<file path="config.mk">
export PLATFORM = sky130hd
export DESIGN_NAME = mem_arbiter
export DESIGN_NICKNAME = d
export VERILOG_FILES = /design/src/rtl/mem_arbiter_pkg.sv /design/src/rtl/mem_arbiter_starve_counter.sv /design/src/rtl/mem_arbiter.sv
export SDC_FILE = /design/constraint.sdc
export NUM_CORES = 1
export LEC_CHECK = 0
export CAP_MARGIN = 20
export CORE_MARGIN = 8
export CORE_UTILIZATION = 39
export DETAILED_ROUTE_END_ITERATION = 16
export MAX_ROUTING_LAYER = met4
export PLACE_DENSITY = 0.81
export SLEW_MARGIN = 20
export SYNTH_ARGS = -nofsm -noshare
export SYNTH_HDL_FRONTEND = slang
export SYNTH_SLANG_ARGS = --single-unit
</file>
<file path="constraint.sdc">
create_clock -name clk -period 1.6 [get_ports clk]
set_input_delay 0.32 -clock clk [delete_from_list [all_inputs] [get_ports clk]]
set_output_delay 0.32 -clock clk [all_outputs]
set_load 0.005 [all_outputs]
</file>
<file path="src/rtl/mem_arbiter_pkg.sv">
// Shared definitions for the memory arbiter: FSM state encoding and default sizing.
// Imported by the arbiter top and its starvation counter.
package mem_arbiter_pkg;

   localparam int unsigned ADDR_W_DEF = 16;
   localparam int unsigned DATA_W_DEF = 32;
   localparam int unsigned STARVE_DEF = 4;
   localparam int unsigned CNT_W      = 4;   // holds STARVE up to 15

   typedef enum logic [1:0] {
      IDLE    = 2'd0,
      GRANT_I = 2'd1,
      GRANT_D = 2'd2
   } arbState_t;

endpackage

</file>
<file path="src/rtl/mem_arbiter_starve_counter.sv">
// Saturating count of edges the fetch side has waited without being granted.
// sat flags that fetch must win the next arbitration.
module starve_counter
   import mem_arbiter_pkg::*;
#(
   parameter int unsigned STARVE = STARVE_DEF
) (
   input  logic clk,
   input  logic reset,
   input  logic inc,
   input  logic clr,
   output logic sat
);

   logic [CNT_W-1:0] cnt;

   always_ff @(posedge clk or negedge reset) begin
      if (!reset) begin
         cnt <= '0;
      end else if (clr) begin
         cnt <= '0;
      end else if (inc && !sat) begin
         cnt <= cnt + 1'b1;
      end
   end

   assign sat = (cnt == CNT_W'(STARVE));

endmodule

</file>
<file path="src/rtl/mem_arbiter.sv">
// Arbitrates the single-ported main memory between instruction refill and the data stage.
// Data has priority unless the fetch side has starved for STARVE edges.
module mem_arbiter
   import mem_arbiter_pkg::*;
#(
   parameter int unsigned ADDR_W = ADDR_W_DEF,
   parameter int unsigned DATA_W = DATA_W_DEF,
   parameter int unsigned STARVE = STARVE_DEF
) (
   input  logic              clk,
   input  logic              reset,
   input  logic              ifReq,
   input  logic [8:0]        ifAddr,
   input  logic              flush,
   input  logic              dReq,
   input  logic              dWrite,
   input  logic [ADDR_W-1:0] dAddr,
   input  logic [DATA_W-1:0] dWdata,
   output logic              memReq,
   output logic              memWe,
   output logic [ADDR_W-1:0] memAddr,
   output logic [DATA_W-1:0] memWdata,
   input  logic [DATA_W-1:0] memRdata,
   input  logic              memReady,
   output logic [DATA_W-1:0] ifRdata,
   output logic              ifValid,
   output logic              ifStall,
   output logic [DATA_W-1:0] dRdata,
   output logic              dValid,
   output logic              dStall
);

   arbState_t         state, stateNext;
   logic              drop, dropNext;
   logic              memReqNext, memWeNext;
   logic [ADDR_W-1:0] memAddrNext;
   logic [DATA_W-1:0] memWdataNext, ifRdataNext, dRdataNext;
   logic              ifValidNext, dValidNext;
   logic              enterI, starveSat;

   starve_counter #(.STARVE(STARVE)) uStarve (
      .clk   (clk),
      .reset (reset),
      .inc   (ifReq && !enterI),
      .clr   (enterI),
      .sat   (starveSat)
   );

   always_ff @(posedge clk or negedge reset) begin
      if (!reset) begin
         state <= IDLE;
         drop  <= 1'b0;
      end else begin
         state <= stateNext;
         drop  <= dropNext;
      end
   end

   always_comb begin
      stateNext    = state;
      dropNext     = drop;
      enterI       = 1'b0;
      memReqNext   = memReq;
      memWeNext    = memWe;
      memAddrNext  = memAddr;
      memWdataNext = memWdata;
      ifRdataNext  = ifRdata;
      dRdataNext   = dRdata;
      ifValidNext  = 1'b0;
      dValidNext   = 1'b0;

      case (state)
         IDLE: begin
            dropNext = 1'b0;
            if (dReq && !(ifReq && starveSat)) begin
               stateNext    = GRANT_D;
               memReqNext   = 1'b1;
               memWeNext    = dWrite;
               memAddrNext  = dAddr;
               memWdataNext = dWrite ? dWdata : '0;
            end else if (ifReq) begin
               stateNext   = GRANT_I;
               enterI      = 1'b1;
               memReqNext  = 1'b1;
               memWeNext   = 1'b0;
               memAddrNext = ADDR_W'(ifAddr);
            end
         end

         GRANT_I: begin
            if (memReady) begin
               stateNext  = IDLE;
               memReqNext = 1'b0;
               memWeNext  = 1'b0;
               dropNext   = 1'b0;
               // A flush on the completing cycle itself still discards the word.
               if (!(drop || flush)) begin
                  ifValidNext = 1'b1;
                  ifRdataNext = memRdata;
               end
            end else if (flush) begin
               dropNext = 1'b1;
            end
         end

         GRANT_D: begin
            if (memReady) begin
               stateNext  = IDLE;
               memReqNext = 1'b0;
               memWeNext  = 1'b0;
               dValidNext = 1'b1;
               if (!memWe) begin
                  dRdataNext = memRdata;
               end
            end
         end

         default: begin
            stateNext  = IDLE;
            memReqNext = 1'b0;
            memWeNext  = 1'b0;
            dropNext   = 1'b0;
         end
      endcase
   end

   always_ff @(posedge clk or negedge reset) begin
      if (!reset) begin
         memReq   <= 1'b0;
         memWe    <= 1'b0;
         memAddr  <= '0;
         memWdata <= '0;
         ifRdata  <= '0;
         ifValid  <= 1'b0;
         dRdata   <= '0;
         dValid   <= 1'b0;
      end else begin
         memReq   <= memReqNext;
         memWe    <= memWeNext;
         memAddr  <= memAddrNext;
         memWdata <= memWdataNext;
         ifRdata  <= ifRdataNext;
         ifValid  <= ifValidNext;
         dRdata   <= dRdataNext;
         dValid   <= dValidNext;
      end
   end

   assign ifStall = ifReq & ~ifValid;
   assign dStall  = dReq & ~dValid;

endmodule
</file>
-- After elaboration in Yosys (flattened, before gate mapping)
Index checks and enable logic that the tools add are counted.
- bits in registers: 123
- bits of input ports: 96
- output and inout port bits: 118
- word-level logic and storage cells: 70
- mux-type cells: 27
- $add $sub $neg: 1
- equality and inequality tests: 6
- bitwise operators: 7
- reductions and logical operators: 18
- operators with widths (kind ; number):
    two-way mux 16 bit ; 2
    two-way mux 32 bit ; 1
    two-way mux 1 bit ; 15
    two-way mux 4 bit ; 2
    AND reduction 2 bit ; 4
    two-way mux 2 bit ; 3
    != test 3 bit, second input constant ; 2
    case mux 1 bit (2 select lines) ; 3
    AND reduction 3 bit ; 2
    inverter 1 bit ; 5
    adder 4 x 1 -> 4 bit, second input constant ; 1
    equality test 4 x 3 -> 1 bit, second input constant ; 1
    logical AND 1 bit ; 4
    case mux 2 bit (2 select lines) ; 1
    nonzero test 2 bit ; 2
    logical NOT 1 bit ; 3
    bitwise AND 1 bit ; 2
    equality test 2 x 1 -> 1 bit, second input constant ; 1
    equality test 2 bit, second input constant ; 1
    logical NOT 2 bit ; 1
    != test 2 x 1 -> 1 bit, second input constant ; 1
    OR reduction 2 bit ; 1
    logical OR 1 bit ; 1

-- Depth between registers and ports, before layout
Gate-level depths: netlist of run 1.
- word-level depth: 11
- mapped depth: 7
- gate-level depth less buffers: 5

-- Hierarchy
Synthesis of run 1 repeated with hierarchy kept, for this count alone.
- cells, all modules: 406
- area, all modules: 5191.2 sq um
- modules (own cells, without submodules) (module ; seq. area each (sq um) ; cells an instance ; area each (sq um) ; times used):
    mem_arbiter ; 2977.9 ; 382 ; 4957.3 ; 1
    starve_counter ; 100.1 ; 24 ; 234.0 ; 1

-- Worst setup path after synthesis of run 1
No wires, ideal clock.
- kind: register -> register
- start point: reg state[1]
- end point: reg ifRdata[0]
- buffers on the path: 2
- data required time: 1.475 ns
- stages on the path, launching flop included: 7
- slack: -0.029 ns
- data arrival time: 1.504 ns
- library setup time: 0.125 ns
- clock period less this slack: 1.629 ns
- cells stage by stage: dfrtp_1 inv_1 ha_1 nor4bb_1 buf_2 buf_4 mux2_2
- longest elaborated chain between the ends: 2
- ends and longest elaborated chain (item ; line ; source):
    from (decl) ; mem_arbiter.sv:33 ; arbState_t state, stateNext;
    from (signal assigned) ; mem_arbiter.sv:54 ; state <= stateNext;
    equality test 2 x 1 -> 1 bit ; mem_arbiter.sv:72 ; case (state)
    AND reduction 3 bit (no line) ; - ;
    to (signal assigned) ; mem_arbiter.sv:142 ; ifRdata <= ifRdataNext;
    to (decl) ; mem_arbiter.sv:25 ; output logic [DATA_W-1:0] ifRdata,
Every way passes these cells.
A chain may end at the register's enable or synchronous reset.

-- Worst setup path after layout of run 1
- start point: reg state[0]
- end point: reg dRdata[26]
- longest elaborated chain between the ends: 2
- ends and longest elaborated chain (item ; line ; source):
    equality test 2 bit ; mem_arbiter.sv:72 ;
    AND reduction 3 bit (no line) ; - ;
    to (signal assigned) ; mem_arbiter.sv:144 ; dRdata <= dRdataNext;
    to (decl) ; mem_arbiter.sv:28 ; output logic [DATA_W-1:0] dRdata,
Every way passes these cells.

==> impl_metrics.py, run 1 <==
metrics = {
    "outcome": {
        "outcome": "finished with violations",
        "violations": "setup timing",
    },
    "cells_and_area": {
        "stdcell_count": 843,
        "drive_gt1_frac": 0.2249,
        "multiInputGateArea_mm2": 0.002014,
        "final_cell_mix": "dfrtp_1 (123), dlygate4sd2_1 (104), clkdlybuf4s50_1 (92)",
        "mostFrequentLayoutCell": "dfrtp_1",
        "regArea_mm2": 0.003078,
        "finalNetCount": 757,
        "n_fill_cell": 977,
        "area_delta_synth_final_pct": 69.15,
        "diodes": 0,
        "final_util": 0.6660,
    },
    "synth": {
        "syn_inst": 404,
        "yosysSeqAreaShare": 0.5999,
        "synthesis.area_mm2": 0.005131,
        "synth_top_flop_cell": "dfrtp_1",
        "yosys-top-cells-area": "dfrtp_1 (60%), mux2_2 (14%), mux2i_1 (6.2%)",
        "synth.avg_cell_area_um2": 12.70,
        "synth_top_area_cell": "dfrtp_1",
        "async_flop_share": 1.000,
        "yosys.area.top_type_share": 0.5999,
        "synth.distinct_cells": 35,
        "ys_ff_latch": 123,
        "yosysWarnings": 0,
        "syn-num-nets": 505,
        "synth_edf_count": 0,
    },
    "setup_path": {
        "required_ns": 1.90,
        "crit_arrival_ns": 1.94,
        "critPathCaptureType": "flip-flop",
        "worstSetupPathType": "flip-flop to flip-flop",
        "startpoint_type": "flip-flop",
        "worstPathMaxFanout": 8,
    },
    "routing": {
        "antenna_left": 0,
        "via_count": 4094,
        "vias_per_cell": 4.856,
        "drt_iter0_drc": 160,
        "dr.pass1.iters": 4,
        "wl_per_cell_um": 19.24,
        "drc": 0,
        "drt-total-wl_mm": 16.22,
    },
    "sta": {
        "rsz0062_at_grt": "true",
        "post-route-period-util": 1.027,
        "fmax_mhz": 608.4,
        "tightest_slew_ns": 0.4858,
        "final-setup-viol-count": 37,
        "drv_slew": 0,
        "hold_viol_final": 0,
        "min_period_ns": 1.644,
        "max_slew_margin": 0.6761,
        "holdWs_ns": 0.4697,
        "fin_ws_ns": -0.04354,
        "fin_skew_ns": 0.007174,
        "finalSetupTns_ns": -0.8520,
    },
    "floorplanning": {
        "boundaryPins": 214,
        "rows": 42,
        "fp.dieH_um": 130.7,
        "die_x_um": 130.7,
        "start_util": 0.3937,
        "fp.coreArea_mm2": 0.01303,
        "die-area_mm2": 0.01708,
    },
    "global_routing": {
        "grt_pass1_wl_mm": 23.94,
        "grt_max_degree": 91,
        "grtUsageTotal": 0.1911,
        "grt_overflow": 0,
        "antenna_found_initial": 0,
        "grt_pass1_vias": 4514,
    },
    "hold_path": {
        "min_path_type": "input pin to flip-flop",
    },
    "job": {
        "maxCapViolCount": 0,
    },
    "power": {
        "leakage_nw": 4.362,
        "power_density_mw_per_mm2": 1840,
        "peakVddDrop_v": 0.001088,
    },
    "place": {
        "dp.cells": 794,
        "port_buffers": 213,
        "hpwl_mm": 10.75,
        "gp_congestion": 0.8543,
        "post-place-ws_ns": -0.3833,
    },
    "cts": {
        "clk_latency_ns": 0.41,
        "cts_tree": "done",
        "cts.sinks": 123,
        "numCtsBuffers": 17,
        "cts.path.max_buffers": 2,
        "htreeDepth": 4,
        "clkTransAtPathRegs_ns": 0.05,
        "cts_root_buf": "clkbuf_16",
    },
}
==> layout make-up <==
cell class / count / share of cell area
clock buffers: 23 / 0.05507
clock inverters: 7 / 0.01326
inverters: 38 / 0.01643
multi-input cells: 217 / 0.2321
flip-flops and latches: 123 / 0.3546
well taps: 176 / 0.02537
repair buffers: 259 / 0.3032
==> path summary, 6_finish.rpt <==
| check | start | end | slack (ns) | depth (start not counted) |
|---|---|---|---|---|
| worst max-delay path | state[0]$_DFFE_PN0P_ | dRdata[26]$_DFFE_PN0P_ | -0.04 | 7 |
| worst min-delay path | dWdata[11] | memWdata[11]$_DFFE_PN0P_ | 0.47 | 3 |
| max in group asynchronous | reset | memAddr[6]$_DFFE_PN0P_ | 0.67 | 3 |
| worst min register to register | memAddr[3]$_DFFE_PN0P_ | memAddr[3]$_DFFE_PN0P_ | 0.49 | 2 |
| worst max register to register | state[0]$_DFFE_PN0P_ | dRdata[26]$_DFFE_PN0P_ | -0.04 | 7 |
| min in group asynchronous | reset | memWdata[4]$_DFFE_PN0P_ | 0.53 | 3 |
==> stage by stage <==
stage                     power [mW]  cell area [um^2]
final                          15.97              8680
after global routing           16.91              8680
after CTS                      15.77              8488
after detailed placement       12.13              7664
after global placement         11.87              7664
after floorplan                7.912              5142
==> power by group <==
group	internal (mW)	switching, mW	leakage (nW)
combinational	4.14	2.60	2.55
sequential	4.59	0.789	1.52
clock	2.55	1.30	0.285
total	11.3	4.69	4.36
==> repair_timing <==
| action | in CTS | in global routing |
|---|---|---|
| endpoints found under the hold margin | 123 | 0 |
| pin swaps | 1 | 3 |
| endpoints found under the setup margin | 198 | 101 |
| setup buffers | 7 | 8 |
| resized for setup | 152 | 46 |
| hold buffers | 1 | 0 |
| cloned | 4 | 2 |
==> cell usage after synthesis, types with 3 or more instances <==
cell type	count
o211ai_1	9
buf_6	5
buf_4	6
mux2i_1	32
a21oi_1	5
a21boi_0	3
mux2_2	64
nand2_1	51
buf_2	3
nand4_1	9
nor2b_1	3
ha_1	5
nand2b_1	5
dfrtp_1	123
inv_1	38
a22o_1	8
clkbuf_1	10
==> per-layer routing <==
layer  track usage  vias up  share of wire
li1              -     1878              -
met1        0.2115     2028           0.40
met2        0.3052      167           0.49
met3       0.07386       21          0.093
met4       0.07833        0          0.017
met5             -        -              0
==> logic make-up after synthesis <==
| family | after synthesis | share of synthesized area |
|---|---|---|
| multiplexers | 97 | 0.2051 |
| AND/OR/NAND/NOR | 79 | 0.07145 |
| AO/OA/AOI/OAI | 36 | 0.05218 |
| adder cells (fa/ha/maj) | 5 | 0.01219 |
| flip-flops | 123 | 0.5999 |
| buffers and inverters | 64 | 0.05925 |
==> flip-flops by register name, summed over array words and instances (netlist names) <==
| signal | cells |
|---|---|
| ifRdata | 32 |
| memReq | 1 |
| dRdata | 32 |
| dValid | 1 |
| drop | 1 |
| ifValid | 1 |
| memWdata | 32 |
| memAddr | 16 |
| state | 2 |
| memWe | 1 |
| uStarve.cnt | 4 |
==> worst max-delay path, cell delays in order (launching register included) <==
cell and delay, ns:
dfrtp_1 0.38, inv_2 0.06, ha_2 0.19, and2_4 0.17
nand2b_4 0.13, buf_6 0.13, buf_16 0.12, mux2_2 0.33
Power figures use the tool's default switching activity.
==> run 2: changes to the inputs <==
clock period = 1.5 ns   (was 1.6 ns; I/O delays follow)
==> run 2 against run 1 <==
  * The flow still finishes with violations (setup timing)
  * Sequential share of layout area is 0.56 points lower
  * Largest power group unchanged
  * Clock-buffer cell count is 4 lower
  * Critical path type unchanged
  * Routed wire length is 2.1% higher
  * Non-clock buffer count is 20 higher
==> impl_metrics.py, run 2 (synthesis gave the netlist of run 1 again) <==
metrics = {
    "sta": {
        "max_slew_margin": 0.7403,
        "fin_skew_ns": 0.009072,
        "fin_ws_ns": -0.1463,
        "tightest_slew_ns": 0.3896,
        "rsz0062_at_grt": "true",
        "holdWs_ns": 0.3507,
        "fmax_mhz": 607.4,
        "post-route-period-util": 1.098,
        "hold_viol_final": 0,
        "final-setup-viol-count": 112,
        "drv_slew": 0,
        "min_period_ns": 1.646,
        "finalSetupTns_ns": -9.224,
    },
    "place": {
        "gp_congestion": 0.8016,
        "place_area_mm2": 0.007844,
        "hpwl_mm": 11.23,
        "port_buffers": 213,
    },
    "floorplanning": {
        "start_util": 0.3937,
        "rows": 42,
        "fp.dieH_um": 130.7,
        "boundaryPins": 214,
        "die_x_um": 130.7,
        "fp.coreArea_mm2": 0.01303,
        "die-area_mm2": 0.01708,
    },
    "routing": {
        "via_count": 4216,
        "drc": 0,
        "wl_per_cell_um": 19.12,
        "antenna_left": 0,
        "drt-total-wl_mm": 16.56,
        "dr.pass1.iters": 4,
        "drt_iter0_drc": 251,
        "vias_per_cell": 4.868,
    },
    "setup_path": {
        "worstPathMaxFanout": 8,
        "critPathCaptureType": "flip-flop",
        "worstSetupPathType": "flip-flop to flip-flop",
        "required_ns": 1.80,
        "crit_chain": "buf_4 -> ha_4 -> and2_4 -> nand2b_4 -> buf_12 -> buf_12 -> mux2_4",
        "crit_slowest_cell": "dfrtp_1",
        "cpPeakStageDelay_ns": 0.40,
        "path_common_cell": "buf_12",
        "startpoint_type": "flip-flop",
        "crit_arrival_ns": 1.94,
    },
    "outcome": {
        "outcome": "finished with violations",
        "violations": "setup timing",
    },
    "cells_and_area": {
        "multiInputGateArea_mm2": 0.002029,
        "final_area_mm2": 0.008820,
        "regArea_mm2": 0.003078,
        "final_cell_mix": "dfrtp_1 (123), dlygate4sd2_1 (118), clkdlybuf4s50_1 (92)",
        "mostFrequentLayoutCell": "dfrtp_1",
        "top_regs": "dRdata (32), ifRdata (32), memWdata (32)",
        "finalNetCount": 778,
        "n_fill_cell": 983,
        "drive_gt1_frac": 0.2696,
        "diodes": 0,
        "area_delta_synth_final_pct": 71.88,
    },
    "global_routing": {
        "grt_overflow": 0,
        "met1_usage": 0.2345,
        "use_met2": 0.3052,
        "grtUsageTotal": 0.1956,
        "grt_max_degree": 47,
        "antenna_found_initial": 0,
        "busiest_layer": "met2",
        "grt_pass1_wl_mm": 24.62,
        "grt_pass1_vias": 4545,
        "grtUsageMet3": 0.06250,
    },
    "power": {
        "power_density_mw_per_mm2": 1985,
        "power.share.switching": 0.3105,
        "peakVddDrop_v": 0.0007974,
        "p_sw_mw": 5.435,
        "p_int_mw": 12.07,
        "seq_power_share": 0.332,
        "p_clk_frac": 0.224,
        "p_total_mw": 17.51,
        "p_comb_frac": 0.445,
        "leakage_nw": 4.317,
    },
    "hold_path": {
        "min_path_type": "input pin to asynchronous set/reset pin",
    },
    "cts": {
        "cts_tree": "done",
        "cts.sinks": 123,
        "clkTransAtPathRegs_ns": 0.06,
        "cts_root_buf": "clkbuf_16",
        "htreeDepth": 4,
        "cts.path.max_buffers": 2,
        "clk_latency_ns": 0.42,
        "numCtsBuffers": 17,
    },
    "job": {
        "maxCapViolCount": 0,
    },
}
-- run 2: metal layers --
metal | up-vias | wire length (um)
met5 | - | 0
met1 | 2061 | 7028
met2 | 207 | 7868
met4 | 0 | 264
li1 | 1924 | -
met3 | 24 | 1398
-- run 2: area by class of cell --
| cell class | count | area share |
|---|---|---|
| clock buffers | 19 | 0.05135 |
| clock inverters | 13 | 0.01362 |
| inverters | 38 | 0.01617 |
| multi-input cells | 218 | 0.2301 |
| flip-flops and latches | 123 | 0.3490 |
| well taps | 176 | 0.02497 |
| repair buffers | 279 | 0.3148 |
-- run 2: what timing repair did --
action                                  4_1_cts  5_1_grt
hold endpoints to repair                     25        0
setup buffers                                17       12
endpoints found under the setup margin      234      121
hold buffers                                  1        0
gates resized for setup                     139       25
gates cloned                                  5        1
pin swaps                                    14       11
-- run 2: power by group through the flow --
stage / clock, mW / sequential (mW) / combinational [mW]
4_1_cts: 3.98 / 5.79 / 7.28
3_5_place_dp: 0 / 5.88 / 7.53
2_1_floorplan: 0 / 5.86 / 3.02
6_report: 3.91 / 5.81 / 7.79
3_3_place_gp: 0 / 5.79 / 7.28
5_1_grt: 4.14 / 5.99 / 8.34
-- run 2: through the flow --
stage                 util  std cells  setup slack [ns]
floorplan                -        404          -0.04088
global placement    0.6019        798           -0.3656
detailed placement  0.6019        798           -0.4007
CTS                 0.6595        853           -0.1346
global route        0.6767        866           -0.1762
finish              0.6767        866           -0.1463
-- run 2: worst paths after layout --
path | cells after the start | start | slack (ns) | end
max reg2reg | 7 | state[1]$_DFFE_PN0P_ | -0.15 | dRdata[14]$_DFFE_PN0P_
max in group asynchronous | 3 | reset | 0.56 | memAddr[5]$_DFFE_PN0P_
min in group clk | 3 | dWdata[17] | 0.44 | memWdata[17]$_DFFE_PN0P_
min | 2 | reset | 0.35 | dRdata[12]$_DFFE_PN0P_
max | 7 | state[1]$_DFFE_PN0P_ | -0.15 | dRdata[14]$_DFFE_PN0P_
min reg2reg | 2 | memAddr[1]$_DFFE_PN0P_ | 0.49 | memAddr[1]$_DFFE_PN0P_
-- run 2: critical path, delay by kind of cell, from the launching register on --
| kind | cells | cell delay (ns) |
|---|---|---|
| adder cells (fa/ha/maj) | 1 | 0.15 |
| buffers and inverters | 3 | 0.42 |
| flip-flops | 1 | 0.40 |
| multiplexers | 1 | 0.32 |
| AND/OR/NAND/NOR | 2 | 0.24 |
